<file path="src/rtl/hazard_ctrl.sv">
// Pipeline sequencing controller: load-use bubbles, taken-branch squash,
// data-memory freeze, plus saturating stall / flush performance counters.
module hazard_ctrl #(
  parameter int ASIZE        = 5,
  parameter int BR_FLUSH_CYC = 2,
  parameter int CNT_W        = 16
) (
  input  logic             clk,
  input  logic             rst,
  input  logic [ASIZE-1:0] id_rs,
  input  logic [ASIZE-1:0] id_rt,
  input  logic             id_use_rs,
  input  logic             id_use_rt,
  input  logic             ex_memread,
  input  logic             ex_wen,
  input  logic [ASIZE-1:0] ex_waddr,
  input  logic             ex_branch_taken,
  input  logic             mem_req,
  input  logic             mem_ready,
  input  logic             cnt_clr,
  output logic             pc_write,
  output logic             ifid_write,
  output logic             ifid_flush,
  output logic             idex_bubble,
  output logic             idex_flush,
  output logic             pipe_freeze,
  output logic [1:0]       state,
  output logic [CNT_W-1:0] stall_cnt,
  output logic [CNT_W-1:0] flush_cnt
);

  typedef enum logic [1:0] {
    ST_RUN      = 2'd0,
    ST_MEM_WAIT = 2'd1,
    ST_BR_FLUSH = 2'd2
  } state_t;

  localparam logic [3:0] LP_BR_LOAD  = 4'(BR_FLUSH_CYC - 1);
  localparam bit         LP_BR_MULTI = (BR_FLUSH_CYC > 1);
  localparam logic [CNT_W-1:0] LP_ONE = {{(CNT_W-1){1'b0}}, 1'b1};

  state_t           r_state;
  state_t           w_state_next;
  logic [3:0]       r_dcnt;
  logic [3:0]       w_dcnt_next;
  logic [CNT_W-1:0] r_cnt [2];

  logic w_memstall;
  logic w_loaduse;
  logic w_rs_hit;
  logic w_rt_hit;
  logic w_run_eval;
  logic w_ms_eff;
  logic w_pcw;
  logic w_ifw;
  logic w_iff;
  logic w_bub;
  logic w_idf;
  logic w_frz;
  logic w_flush_ev;
  logic [1:0] w_cnt_inc;

  assign w_memstall = mem_req & ~mem_ready;
  assign w_rs_hit   = id_use_rs & (id_rs == ex_waddr);
  assign w_rt_hit   = id_use_rt & (id_rt == ex_waddr);
  assign w_loaduse  = ex_memread & ex_wen & (ex_waddr != '0) & (w_rs_hit | w_rt_hit);

  always_comb begin
    w_pcw        = 1'b1;
    w_ifw        = 1'b1;
    w_iff        = 1'b0;
    w_bub        = 1'b0;
    w_idf        = 1'b0;
    w_frz        = 1'b0;
    w_flush_ev   = 1'b0;
    w_run_eval   = 1'b0;
    w_ms_eff     = 1'b0;
    w_state_next = r_state;
    w_dcnt_next  = r_dcnt;

    case (r_state)
      ST_RUN: begin
        w_run_eval = 1'b1;
        w_ms_eff   = w_memstall;
      end
      ST_MEM_WAIT: begin
        if (!mem_ready) begin
          w_frz = 1'b1;
          w_pcw = 1'b0;
          w_ifw = 1'b0;
        end else begin
          w_run_eval = 1'b1;
        end
      end
      ST_BR_FLUSH: begin
        if (w_memstall) begin
          w_frz = 1'b1;
          w_pcw = 1'b0;
          w_ifw = 1'b0;
        end else begin
          w_iff       = 1'b1;
          w_dcnt_next = r_dcnt - 4'd1;
          if (r_dcnt == 4'd1) w_state_next = ST_RUN;
        end
      end
      default: w_state_next = ST_RUN;
    endcase

    // Shared RUN priority chain; MEM_WAIT release enters here with memstall masked.
    if (w_run_eval) begin
      w_state_next = ST_RUN;
      if (w_ms_eff) begin
        w_frz        = 1'b1;
        w_pcw        = 1'b0;
        w_ifw        = 1'b0;
        w_state_next = ST_MEM_WAIT;
      end else if (ex_branch_taken) begin
        w_iff      = 1'b1;
        w_idf      = 1'b1;
        w_flush_ev = 1'b1;
        if (LP_BR_MULTI) begin
          w_dcnt_next  = LP_BR_LOAD;
          w_state_next = ST_BR_FLUSH;
        end
      end else if (w_loaduse) begin
        w_pcw = 1'b0;
        w_ifw = 1'b0;
        w_bub = 1'b1;
      end
    end
  end

  always_ff @(posedge clk or negedge rst) begin
    if (!rst) begin
      r_state <= ST_RUN;
      r_dcnt  <= 4'd0;
    end else begin
      r_state <= w_state_next;
      r_dcnt  <= w_dcnt_next;
    end
  end

  assign w_cnt_inc = {w_flush_ev, ~w_pcw};

  always_ff @(posedge clk or negedge rst) begin
    if (!rst) begin
      for (int i = 0; i < 2; i++) r_cnt[i] <= '0;
    end else begin
      for (int i = 0; i < 2; i++) begin
        if (cnt_clr)
          r_cnt[i] <= '0;
        else if (w_cnt_inc[i] && (r_cnt[i] != '1))
          r_cnt[i] <= r_cnt[i] + LP_ONE;
      end
    end
  end

  // Controls read as inactive (including the load enables) while reset is held.
  assign pc_write    = rst & w_pcw;
  assign ifid_write  = rst & w_ifw;
  assign ifid_flush  = rst & w_iff;
  assign idex_bubble = rst & w_bub;
  assign idex_flush  = rst & w_idf;
  assign pipe_freeze = rst & w_frz;
  assign state       = r_state;
  assign stall_cnt   = r_cnt[0];
  assign flush_cnt   = r_cnt[1];

endmodule

</file>
<file path="config.mk">
export PLATFORM = sky130hd
export DESIGN_NAME = hazard_ctrl
export DESIGN_NICKNAME = d
export VERILOG_FILES = /design/src/rtl/hazard_ctrl.sv
export SDC_FILE = /design/constraint.sdc
export NUM_CORES = 1
export LEC_CHECK = 0
export ABC_CLOCK_PERIOD_IN_PS = 5200
export BUFFER_PORTS_ARGS = -buffer_cell sky130_fd_sc_hd__buf_2
export CAP_MARGIN = 25
export CORE_ASPECT_RATIO = 0.5
export CORE_MARGIN = 3
export CORE_UTILIZATION = 30
export CTS_CLUSTER_SIZE = 40
export DETAILED_ROUTE_END_ITERATION = 8
export PLACE_DENSITY_LB_ADDON = 0.3
export SLEW_MARGIN = 20
export SYNTH_ARGS = -nofsm -noshare
export SYNTH_HDL_FRONTEND = slang
export SYNTH_SLANG_ARGS = --single-unit
</file>
<file path="constraint.sdc">
create_clock -name clk -period 5.2 [get_ports clk]
set_clock_uncertainty 0.2 [all_clocks]
set_input_delay 0.78 -clock clk [delete_from_list [all_inputs] [get_ports clk]]
set_output_delay 0.78 -clock clk [all_outputs]
set_load 0.03 [all_outputs]
</file>
==> load_flow_metrics.sql, run 1 <==
INSERT INTO impl_metrics (metric_group, metric, value, unit) VALUES
('power_and_ir_drop', 'worst_ir_drop_vdd', '0.170', 'mV'),
('synth', 'asyncSetResetFlopFracSynth', '1.00', ''),
('power_and_ir_drop', 'p_int', '609', 'µW'),
('power_and_ir_drop', 'power.share.clock', '0.394', ''),
('floorplan', 'die-height', '68.4', 'µm'),
('power_and_ir_drop', 'p_leak', '1.32', 'nW'),
('timing', 'totalNegativeSetupSlack', '0', 'ns'),
('timing', 'period_needed', '3.45', 'ns'),
('synth', 'synthDistinctLibCells', '45', ''),
('timing', 'final-max-slew-violation-count', '0', ''),
('cells_and_area', 'final_layout_size_suffix_gt1_frac', '0.251', ''),
('clocking', 'clk-insertion-delay-late', '0.28', 'ns'),
('cells_and_area', 'commonest_cells_after_routing_fill_and_taps_aside', 'buf_2, dfrtp_1, nor2_1, a21oi_1', ''),
('global_routing', 'grt_antenna_before_repair', '0', ''),
('synth', 'synthesis.yosys.warnings', '0', ''),
('worst_setup_path', 'timing.critical_path.required', '4.22', 'ns'),
('timing', 'worst_slack', '1.75', 'ns'),
('route', 'drc', '0', ''),
('floorplan', 'fp.dieArea', '8950', 'µm²'),
('floorplan', 'die_width', '131', 'µm'),
('clocking', 'cts_tree', 'done', ''),
('worst_setup_path', 'arrival', '2.47', 'ns'),
('clocking', 'cts_hold_buf', '0', ''),
('synth', 'synth-seq-area-share', '0.407', ''),
('synth', 'synth_top_flop_cell', 'dfrtp_1', ''),
('global_routing', 'grt_first_pass_wirelength', '9490', 'µm'),
('global_routing', 'via_count_of_the_first_global_routing_pass', '2055', ''),
('clocking', 'clock-sinks', '38', ''),
('power_and_ir_drop', 'seq_power_share', '0.384', ''),
('clocking', 'postCtsSetupRepairBufs', '0', ''),
('synth', 'post_synth.cell_area_avg', '8.99', 'µm²'),
('clocking', 'root_buffer', 'clkbuf_16', ''),
('route', 'avgViaCountPerCell', '5.15', ''),
('floorplan', 'initial_core_util', '0.315', ''),
('flow_run', 'cap_viol_max_count', '0', ''),
('power_and_ir_drop', 'switching_share', '0.307', ''),
('timing', 'hold_viol_final', '0', ''),
('timing', 'setup_violations', '0', ''),
('synth', 'syn-cell-area', '2340', 'µm²'),
('clocking', 'cts_buffer_depth', '2', ''),
('global_routing', 'largest_net_degree_at_the_start_of_global_routing', '37', ''),
('route', 'wire_per_inst', '14.0', 'µm'),
('global_routing', 'aggregate_global_route_resource_usage', '0.131', ''),
('route', 'dr_total_vias', '2158', ''),
('placement', 'hpwl', '4240', 'µm'),
('worst_setup_path', 'crit_type', 'in2out', ''),
('route', 'firstDrtPassIters', '4', ''),
('clocking', 'htreeDepth', '2', ''),
('cells_and_area', 'antenna_cells', '0', ''),
('synth', 'synth_edf_count', '0', ''),
('timing', 'finalCritPeriodShare', '0.664', ''),
('hold_path', 'hold_class', 'in2async', ''),
('floorplan', 'ios', '65', ''),
('cells_and_area', 'final_nets', '354', ''),
('power_and_ir_drop', 'combinationalPowerShare', '0.223', ''),
('clocking', 'total_clock_buffers_created_by_cts', '5', ''),
('timing', 'hold_slack', '0.164', 'ns'),
('outcome', 'outcome', 'finished clean', ''),
('placement', 'pre_cts_ws', '1.74', 'ns'),
('worst_setup_path', 'reg2reg_setup_slack', '2.55', 'ns'),
('route', 'initial_detailed_routing_violation_count', '84', ''),
('floorplan', 'placement_rows', '22', ''),
('power_and_ir_drop', 'power_density', '302', 'nW/µm²'),
('cells_and_area', 'synth_to_final_area_change', '24.6', '%'),
('timing', 'slew_headroom', '0.487', ''),
('clocking', 'register_clock_pin_slew_on_the_reported_worst_setup_and_hold_paths', '0.06', 'ns'),
('clocking', 'cts_resized', '0', ''),
('synth', 'syn_nets', '292', ''),
('synth', 'postSynthCellCount', '260', ''),
('timing', 'maxClockFrequency', '290', 'MHz'),
('placement', 'place_congestion', '0.878', ''),
('floorplan', 'core-area', '7430', 'µm²'),
('global_routing', 'gr-total-overflow', '0', ''),
('timing', 'setup_repair_after_global_routing_missed_its_margin', 'no', ''),
('power_and_ir_drop', 'total_switching_power', '270', 'µW'),
('route', 'drt.antenna.violating_nets', '0', ''),
('cells_and_area', 'mostFrequentLayoutCell', 'buf_2', ''),
('worst_setup_path', 'cp-start-kind', 'primary input', ''),
('worst_setup_path', 'crit_path_end_kind', 'output port', ''),
('worst_setup_path', 'cp_max_fo', '4', ''),
('placement', 'io_buffer_count', '64', ''),
('route', 'drt-total-wl', '5860', 'µm'),
('synth', 'synth-seq-cells', '38', ''),
('timing', 'timing_worst_slew_pin_value', '0.765', 'ns');
[final timing paths]
check,start,cells past startpoint,end
max in group asynchronous,rst,2,flush_cnt[13]$_DFFE_PN0P_
max,ex_waddr[0],6,ifid_write
min reg2reg,flush_cnt[8]$_DFFE_PN0P_,2,flush_cnt[8]$_DFFE_PN0P_
min in group clk,flush_cnt[8]$_DFFE_PN0P_,2,flush_cnt[8]$_DFFE_PN0P_
max reg2reg,state[1]$_DFFE_PN0P_,8,stall_cnt[8]$_DFFE_PN0P_
min,rst,1,stall_cnt[5]$_DFFE_PN0P_
[critical path, stage by stage]
cell     delay, ns
buf_2         0.12
or4_1         0.52
o21ai_0       0.33
o21ai_0       0.31
nor2_1        0.19
buf_2         0.22
[layer usage]
metal | GRT usage | vias up | wire length (µm) | share of wire
met4 | 0.0333 | 0 | 24 | 0.0041
met5 | 0 | - | 0 | 0
met1 | 0.167 | 1039 | 2830 | 0.48
li1 | - | 1072 | - | -
met2 | 0.227 | 45 | 2740 | 0.47
met3 | 0.0320 | 2 | 264 | 0.045
[cell type report]
type	instances	area (µm²)
well taps	96	120
clock inverters	3	40.0
flip-flops and latches	38	951
clock buffers	5	125
multi-input cells	201	1310
inverters	10	37.5
repair buffers	66	335
fillers	750	4520
[logic make-up (layout without fill, tap and decap cells)]
| family | Yosys count | after routing | share of synthesized area |
|---|---|---|---|
| simple gates | 115 | 115 | 0.266 |
| fa+ha+maj | 7 | 7 | 0.0375 |
| flops | 38 | 38 | 0.407 |
| compound gates | 51 | 51 | 0.141 |
| mux | 3 | 3 | 0.0144 |
| xor+xnor | 25 | 25 | 0.0936 |
| buf+inv | 21 | 84 | 0.0401 |
[cells in the mapped netlist, types with 2 or more instances]
master,number,share of area
nand3b_1,2,0.0064
o21ai_0,8,0.017
and3_1,5,0.013
and4_1,2,0.0075
a21oi_1,19,0.041
nor3_1,7,0.015
nor4_1,7,0.019
nand2b_1,3,0.0080
xnor2_1,16,0.060
nor2b_1,4,0.011
ha_1,7,0.037
dfrtp_1,38,0.41
clkbuf_1,6,0.0096
o31ai_1,9,0.029
nand3_1,15,0.032
nor3b_1,3,0.0096
inv_1,10,0.016
and2_1,3,0.0080
or4_1,11,0.035
buf_2,3,0.0064
nand4_1,3,0.0080
nor4b_1,2,0.0075
nand2_1,16,0.026
nor2_1,27,0.043
a21o_1,2,0.0064
xor2_1,9,0.034
or3_1,2,0.0053
o41ai_1,2,0.0075
mux2_2,3,0.014
[power by group through the flow]
| stage | sequential, mW | clock (mW) | combinational, mW |
|---|---|---|---|
| 3_3_place_gp | 0.341 | 0 | 0.192 |
| 3_5_place_dp | 0.343 | 0 | 0.197 |
| 6_report | 0.337 | 0.346 | 0.196 |
| 5_1_grt | 0.342 | 0.370 | 0.219 |
| 4_1_cts | 0.337 | 0.354 | 0.198 |
| 2_1_floorplan | 0.355 | 0 | 0.131 |
[flip-flops by register name (all words and copies together) (netlist names)]
register	flops
flush_cnt	16
stall_cnt	16
r_dcnt	4
state	2
[through the flow]
| stage | cell area (µm²) | power (mW) | utilization | instances |
|---|---|---|---|---|
| finish | 2910 | 0.879 | 0.392 | 419 |
| CTS | 2910 | 0.889 | 0.392 | 419 |
| global placement | 2740 | 0.534 | 0.369 | 411 |
| global route | 2910 | 0.931 | 0.392 | 419 |
| detailed placement | 2750 | 0.540 | 0.370 | 411 |
| floorplan | 2340 | 0.486 | - | 260 |
Power figures use the tool's default switching activity.
==> inputs of run 2 (changes only) <==
Settings changed: ABC_CLOCK_PERIOD_IN_PS 5200 to 3300.
Clock period 5.2 ns to 3.3 ns, I/O delays scaled along.
==> run 2 against run 1 <==
  * Die area unchanged
  * Worst hold slack better by 0.19 ns
  * Largest power group is now sequential cells
  * First-iteration DRC count is 61% higher
==> load_flow_metrics.sql, run 2 (synthesized netlist as in run 1, its figures left out) <==
INSERT INTO impl_metrics (metric_group, metric, value, unit) VALUES
('timing', 'totalNegativeSetupSlack', '0', 'ns'),
('hold_path', 'hold_end', 'r_dcnt[1]$_DFF_PN0_', ''),
('clocking', 'root_buffer', 'clkbuf_16', ''),
('worst_setup_path', 'critPathMaxStageDelay', '0.48', 'ns'),
('route', 'dr_total_vias', '2188', ''),
('placement', 'place_congestion', '0.827', ''),
('worst_setup_path', 'r2r-end', 'stall_cnt[8]$_DFFE_PN0P_', ''),
('clocking', 'cts_buffer_depth', '2', ''),
('clocking', 'register_clock_pin_slew_on_the_reported_worst_setup_and_hold_paths', '0.05', 'ns'),
('power_and_ir_drop', 'power.share.clock', '0.363', ''),
('route', 'avgViaCountPerCell', '5.18', ''),
('route', 'initial_detailed_routing_violation_count', '135', ''),
('clocking', 'clk-insertion-delay-late', '0.28', 'ns'),
('cells_and_area', 'mostFrequentLayoutCell', 'buf_2', ''),
('clocking', 'clock-sinks', '38', ''),
('placement', 'io_buffer_count', '64', ''),
('worst_setup_path', 'cp_max_fo', '5', ''),
('clocking', 'total_clock_buffers_created_by_cts', '5', ''),
('global_routing', 'via_count_of_the_first_global_routing_pass', '2052', ''),
('power_and_ir_drop', 'p_leak', '1.32', 'nW'),
('route', 'drt.antenna.violating_nets', '0', ''),
('placement', 'hpwl', '4380', 'µm'),
('worst_setup_path', 'critPathSlowestCell', 'o21ai_0', ''),
('floorplan', 'ios', '65', ''),
('timing', 'setup_repair_after_global_routing_missed_its_margin', 'no', ''),
('worst_setup_path', 'ff2ff_path_depth', '8', ''),
('hold_path', 'hold_class', 'reg2reg', ''),
('floorplan', 'placement_rows', '22', ''),
('global_routing', 'aggregate_global_route_resource_usage', '0.136', ''),
('clocking', 'htreeDepth', '2', ''),
('worst_setup_path', 'cp-start-kind', 'flop', ''),
('cells_and_area', 'layout.core_utilization', '0.392', ''),
('worst_setup_path', 'crit_type', 'reg2out', ''),
('floorplan', 'core-area', '7430', 'µm²'),
('outcome', 'outcome', 'finished clean', ''),
('global_routing', 'grt_first_pass_wirelength', '9760', 'µm'),
('power_and_ir_drop', 'total_switching_power', '421', 'µW'),
('worst_setup_path', 'reg2reg_setup_slack', '0.71', 'ns'),
('floorplan', 'fp.dieArea', '8950', 'µm²'),
('timing', 'final-max-slew-violation-count', '0', ''),
('cells_and_area', 'n_fill_cell', '747', ''),
('timing', 'period_needed', '2.97', 'ns'),
('power_and_ir_drop', 'power_density', '456', 'nW/µm²'),
('cells_and_area', 'antenna_cells', '0', ''),
('global_routing', 'gr-total-overflow', '0', ''),
('floorplan', 'die_width', '131', 'µm'),
('hold_path', 'whs_path_depth', '2', ''),
('power_and_ir_drop', 'p_int', '909', 'µW'),
('flow_run', 'cap_viol_max_count', '0', ''),
('route', 'routed-wl-met3', '233', 'µm'),
('timing', 'hold_viol_final', '0', ''),
('route', 'met2_length', '2840', 'µm'),
('timing', 'timing_worst_slew_pin_value', '0.658', 'ns'),
('cells_and_area', 'final_nets', '357', ''),
('timing', 'setup_violations', '0', ''),
('cells_and_area', 'commonest_cells_after_routing_fill_and_taps_aside', 'buf_2, dfrtp_1, nor2_1, a21oi_1', ''),
('power_and_ir_drop', 'seq_power_share', '0.401', ''),
('hold_path', 'hold_start', 'r_dcnt[1]$_DFF_PN0_', ''),
('power_and_ir_drop', 'switching_share', '0.317', ''),
('timing', 'finalCritPeriodShare', '0.901', ''),
('route', 'drt-total-wl', '6000', 'µm'),
('route', 'drc', '0', ''),
('timing', 'slew_headroom', '0.561', ''),
('route', 'wire_per_inst', '14.2', 'µm'),
('power_and_ir_drop', 'combinationalPowerShare', '0.236', ''),
('global_routing', 'largest_net_degree_at_the_start_of_global_routing', '37', ''),
('route', 'wirelength_met1', '2880', 'µm'),
('worst_setup_path', 'path_common_cell', 'o21ai_0', ''),
('route', 'firstDrtPassIters', '4', ''),
('timing', 'maxClockFrequency', '337', 'MHz'),
('route', 'topRoutingLayerUsed', 'met4', ''),
('floorplan', 'die-height', '68.4', 'µm'),
('worst_setup_path', 'timing.critical_path.required', '2.60', 'ns'),
('worst_setup_path', 'cp_cell_sequence', 'inv_1 > ha_1 > a21oi_1 > nor3_1 > o21ai_0 > o21ai_0 > nor2_1 > buf_2', ''),
('cells_and_area', 'final_layout_size_suffix_gt1_frac', '0.248', ''),
('clocking', 'postCtsSetupRepairBufs', '0', ''),
('worst_setup_path', 'arrival', '2.28', 'ns'),
('floorplan', 'initial_core_util', '0.315', ''),
('power_and_ir_drop', 'worst_ir_drop_vdd', '0.177', 'mV'),
('global_routing', 'grt_antenna_before_repair', '0', ''),
('cells_and_area', 'synth_to_final_area_change', '24.7', '%'),
('clocking', 'cts_tree', 'done', ''),
('worst_setup_path', 'crit_path_end_kind', 'output port', ''),
('worst_setup_path', 'timing.rr.start', 'state[1]$_DFFE_PN0P_', '');
run 2: routing by layer:
metal	GRT usage	up-vias
met4	0.0385	0
met2	0.234	50
met1	0.179	1059
li1	-	1075
met5	0	-
met3	0.0242	4
run 2: repair_timing:
| item | CTS | global route |
|---|---|---|
| resized for setup | 0 | 0 |
| hold endpoints to repair | 8 | 0 |
| hold buffers | 1 | 0 |
run 2: area by class of cell:
| type | instances | area (µm²) | share of cell area |
|---|---|---|---|
| Multi-Input combinational cell | 201 | 1300 | 0.446 |
| Clock inverter | 1 | 5.00 | 0.00172 |
| Timing Repair Buffer | 69 | 360 | 0.124 |
| Inverter | 10 | 37.5 | 0.0129 |
| Tap cell | 96 | 120 | 0.0412 |
| Clock buffer | 7 | 143 | 0.0489 |
| Sequential cell | 38 | 951 | 0.326 |
run 2: worst max-delay path by stage:
stage | startpoint | endpoint | slack, ns | cells past startpoint
4_1_cts | state[1]$_DFFE_PN0P_ | pc_write | 0.25 | 8
3_5_place_dp | ex_waddr[0] | pc_write | 0.42 | 6
2_1_floorplan | ex_waddr[0] | pc_write | 0.36 | 5
5_1_grt | state[1]$_DFFE_PN0P_ | pc_write | 0.06 | 8
3_3_place_gp | ex_waddr[0] | ifid_write | 0.42 | 6
6_report | state[1]$_DFFE_PN0P_ | pc_write | 0.33 | 8
run 2: metrics by stage:
stage	std cells	total power, mW	setup WS, ns	hold slack [ns]	area, µm²
after floorplan	260	0.766	0.365	-0.000591	2340
after global placement	413	0.844	0.419	0.174	2760
after detailed placement	413	0.856	0.419	0.181	2760
after CTS	422	1.35	0.246	0.356	2920
after global routing	422	1.41	0.0568	0.405	2920
final	422	1.33	0.328	0.356	2920
run 2: worst max-delay path, delay by kind of cell (launching register included):
family | cells | cell delay, ns
AOI/OAI and AO/OA | 3 | 0.75
DFF | 1 | 0.40
buffers and inverters | 2 | 0.30
adders and majority gates | 1 | 0.25
and+or+nand+nor | 2 | 0.29
run 2: power by group through the flow:
stage | combinational [mW] | clock [mW] | sequential [mW]
after CTS | 0.318 | 0.499 | 0.533
after global routing | 0.350 | 0.519 | 0.538
after floorplan | 0.206 | 0 | 0.559
final | 0.314 | 0.482 | 0.533
after global placement | 0.306 | 0 | 0.538
after detailed placement | 0.315 | 0 | 0.541
==> inputs of run 3 (changes only) <==
Settings changed: ABC_AREA set to 1.
==> run 3 against run 2 <==
  * First-iteration DRC count is 50% higher
  * Maximum frequency is 8.9% higher
  * Largest power group unchanged
  * Non-clock buffer count is 3 lower
  * Sequential power is 2% higher
  * Worst hold slack worse by 0.25 ns
  * Die area is 15% higher
  * Register-to-register slack better by 0.41 ns
  * Sequential share of layout area is 3.6 points lower
  * Synthesized cell count is 52% higher
  * Utilization is 0.20 points lower
  * Clock power is 5.0% lower
  * Critical path type unchanged
  * Area after synthesis is 16% higher
==> load_flow_metrics.sql, run 3 <==
INSERT INTO impl_metrics (metric_group, metric, value, unit) VALUES
('synth', 'post_synth.cell_area_avg', '6.91', 'µm²'),
('clocking', 'clk-insertion-delay-late', '0.29', 'ns'),
('worst_setup_path', 'cp-start-kind', 'flop', ''),
('power_and_ir_drop', 'power.share.clock', '0.328', ''),
('timing', 'maxClockFrequency', '367', 'MHz'),
('synth', 'synthSimpleGateAreaFrac', '0.404', ''),
('cells_and_area', 'mostFrequentLayoutCell', 'nand2_1', ''),
('cells_and_area', 'final_area', '3280', 'µm²'),
('synth', 'netlist_top_cells_count', 'nand2_1, inv_1, nor2_1, nand3_1, dfrtp_1', ''),
('floorplan', 'die_width', '141', 'µm'),
('worst_setup_path', 'reg2reg_setup_slack', '1.12', 'ns'),
('floorplan', 'core-area', '8400', 'µm²'),
('power_and_ir_drop', 'p_leak', '1.78', 'nW'),
('floorplan', 'initial_core_util', '0.324', ''),
('synth', 'synth_area_in_xor_xnor', '0.0676', ''),
('worst_setup_path', 'cp_cell_sequence', 'inv_1 > ha_1 > inv_1 > nor2_2 > inv_1 > nand2_1 > nand2_2 > nor2_1 > buf_2', ''),
('power_and_ir_drop', 'worst_ir_drop_vdd', '0.197', 'mV'),
('power_and_ir_drop', 'power_density', '426', 'nW/µm²'),
('placement', 'dpl_cell_area', '3150', 'µm²'),
('floorplan', 'ios', '65', ''),
('global_routing', 'grt_antenna_before_repair', '0', ''),
('synth', 'synth_area_in_compound_gates', '0.0487', ''),
('synth', 'synthesis.yosys.warnings', '0', ''),
('worst_setup_path', 'path_common_cell', 'inv_1', ''),
('synth', 'synth-adder-area-share', '0.0322', ''),
('flow_run', 'cap_viol_max_count', '0', ''),
('timing', 'totalNegativeSetupSlack', '0', 'ns'),
('global_routing', 'largest_net_degree_at_the_start_of_global_routing', '39', ''),
('worst_setup_path', 'arrival', '2.03', 'ns'),
('outcome', 'outcome', 'finished clean', ''),
('worst_setup_path', 'critPathSlowestCell', 'dfrtp_1', ''),
('cells_and_area', 'commonest_cells_after_routing_fill_and_taps_aside', 'nand2_1, buf_2, inv_1, nor2_1, nand3_1', ''),
('floorplan', 'die-height', '73.4', 'µm'),
('route', 'dr_total_vias', '2665', ''),
('route', 'drt.antenna.violating_nets', '0', ''),
('worst_setup_path', 'r2r-end', 'stall_cnt[3]$_DFFE_PN0P_', ''),
('synth', 'synth-seq-cells', '38', ''),
('route', 'avgViaCountPerCell', '4.68', ''),
('synth', 'synth.area.top_cells', 'dfrtp_1, nand2_1, nand3_1, inv_1, nor2_1', ''),
('timing', 'period_needed', '2.73', 'ns'),
('worst_setup_path', 'critPathBufInv', '4', ''),
('worst_setup_path', 'cp_max_fo', '18', ''),
('synth', 'most_numerous_cell_in_the_yosys_netlist', 'nand2_1', ''),
('synth', 'largest_family_of_logic_cells_by_synthesized_area', 'simple AND/OR/NAND/NOR gates', ''),
('clocking', 'postCtsSetupRepairBufs', '0', ''),
('timing', 'setup_repair_after_global_routing_missed_its_margin', 'no', ''),
('timing', 'setup_violations', '0', ''),
('route', 'drc', '0', ''),
('power_and_ir_drop', 'seq_power_share', '0.391', ''),
('clocking', 'register_clock_pin_slew_on_the_reported_worst_setup_and_hold_paths', '0.05', 'ns'),
('cells_and_area', 'final_layout_size_suffix_gt1_frac', '0.192', ''),
('synth', 'synth-seq-area-share', '0.349', ''),
('global_routing', 'via_count_of_the_first_global_routing_pass', '2503', ''),
('clocking', 'cts_tree', 'done', ''),
('timing', 'final-max-slew-violation-count', '0', ''),
('worst_setup_path', 'ff2ff_path_depth', '9', ''),
('clocking', 'cts_buffer_depth', '2', ''),
('clocking', 'cts_resized', '0', ''),
('route', 'wire_per_inst', '12.2', 'µm'),
('timing', 'timing_worst_slew_pin_value', '0.794', 'ns'),
('placement', 'hpwl', '5270', 'µm'),
('global_routing', 'gr-total-overflow', '0', ''),
('power_and_ir_drop', 'switching_share', '0.361', ''),
('route', 'drt-total-wl', '6950', 'µm'),
('floorplan', 'fp.dieArea', '10300', 'µm²'),
('route', 'initial_detailed_routing_violation_count', '202', ''),
('synth', 'yosys.area.top_type_share', '0.349', ''),
('synth', 'post-synth-top-area-cell', 'dfrtp_1', ''),
('route', 'firstDrtPassIters', '4', ''),
('hold_path', 'hold_class', 'in2async', ''),
('worst_setup_path', 'timing.rr.start', 'stall_cnt[0]$_DFFE_PN0P_', ''),
('cells_and_area', 'final_nets', '490', ''),
('placement', 'io_buffer_count', '64', ''),
('power_and_ir_drop', 'p_int', '893', 'µW'),
('synth', 'postSynthCellCount', '394', ''),
('synth', 'syn-cell-area', '2720', 'µm²'),
('cells_and_area', 'fin_cells', '570', ''),
('worst_setup_path', 'crit_type', 'reg2out', ''),
('placement', 'place_congestion', '0.846', ''),
('cells_and_area', 'antenna_cells', '0', ''),
('worst_setup_path', 'critPathMaxStageDelay', '0.39', 'ns'),
('cells_and_area', 'synth_to_final_area_change', '20.5', '%'),
('cells_and_area', 'layout.core_utilization', '0.390', ''),
('synth', 'asyncSetResetFlopFracSynth', '1.00', ''),
('floorplan', 'placement_rows', '23', ''),
('clocking', 'htreeDepth', '2', ''),
('worst_setup_path', 'crit_path_end_kind', 'output port', ''),
('synth', 'synth_top_flop_cell', 'dfrtp_1', ''),
('global_routing', 'grt_first_pass_wirelength', '11900', 'µm'),
('worst_setup_path', 'timing.critical_path.required', '2.60', 'ns'),
('clocking', 'total_clock_buffers_created_by_cts', '5', ''),
('clocking', 'cts_hold_buf', '0', ''),
('synth', 'mux_share_of_post_synthesis_cell_area', '0', ''),
('global_routing', 'aggregate_global_route_resource_usage', '0.143', ''),
('clocking', 'root_buffer', 'clkbuf_16', ''),
('timing', 'hold_viol_final', '0', ''),
('power_and_ir_drop', 'total_switching_power', '504', 'µW'),
('clocking', 'clock-sinks', '38', ''),
('timing', 'finalCritPeriodShare', '0.827', ''),
('synth', 'synthDistinctLibCells', '31', ''),
('synth', 'synth_edf_count', '0', ''),
('power_and_ir_drop', 'combinationalPowerShare', '0.281', ''),
('worst_setup_path', 'critical_path.top_delay_family', 'simple AND/OR/NAND/NOR gates', ''),
('synth', 'syn_nets', '426', ''),
('timing', 'slew_headroom', '0.467', ''),
('placement', 'placed_cells_incl_taps', '563', '');
run 3: cell count changes after synthesis, sizes merged, moves of 5 or more:
| cell | delta |
|---|---|
| nand4 | +20 |
| or4 | -11 |
| nor4 | -6 |
| and3 | -5 |
| nand2 | +92 |
| a21oi | -13 |
| nor2 | +25 |
| inv | +46 |
| nand3 | +29 |
| xor2 | +9 |
| xnor2 | -13 |
run 3: how the worst max path moves through the flow:
stage | slack (ns) | endpoint | cells after the start | from
after CTS | 0.55 | ifid_write | 9 | state[0]$_DFFE_PN0P_
final | 0.57 | ifid_write | 9 | state[0]$_DFFE_PN0P_
after global routing | 0.39 | ifid_write | 9 | state[0]$_DFFE_PN0P_
after global placement | 0.79 | pc_write | 9 | ex_waddr[3]
after detailed placement | 0.77 | ifid_write | 9 | ex_waddr[2]
after floorplan | 0.40 | pc_write | 11 | state[0]$_DFFE_PN0P_
run 3: final cells by class:
cell class,count,area [µm²]
Clock buffer,7,133
Multi-Input combinational cell,290,1510
Sequential cell,38,951
Tap cell,112,140
Fill cell,895,5120
Inverter,57,216
Timing Repair Buffer,66,335
run 3: cells by family after synthesis:
kind of cell / Yosys count
adders and majority gates: 7
and+or+nand+nor: 239
AOI/OAI and AO/OA: 23
DFF: 38
buffers and inverters: 66
xor gates and xnor gates: 21
run 3: layer usage:
layer	global-route usage	routed length (µm)	vias to the layer above
met2	0.228	3150	36
li1	-	-	1395
met3	0.0475	284	2
met5	0	0	-
met4	0.0344	32	0
met1	0.191	3490	1232
run 3: power groups by stage:
stage | clock, mW | sequential [mW] | combinational [mW]
CTS | 0.474 | 0.545 | 0.399
detailed placement | 0 | 0.554 | 0.396
global route | 0.499 | 0.553 | 0.448
floorplan | 0 | 0.580 | 0.262
finish | 0.458 | 0.546 | 0.393
global placement | 0 | 0.553 | 0.396
run 3: metrics by stage:
step / power (mW) / setup WS (ns) / hold WS (ns)
3_3_place_gp: 0.948 / 0.788 / 0.254
6_report: 1.40 / 0.572 / 0.105
5_1_grt: 1.50 / 0.389 / 0.173
3_5_place_dp: 0.950 / 0.772 / 0.266
2_1_floorplan: 0.842 / 0.405 / -0.000591
4_1_cts: 1.42 / 0.549 / 0.142
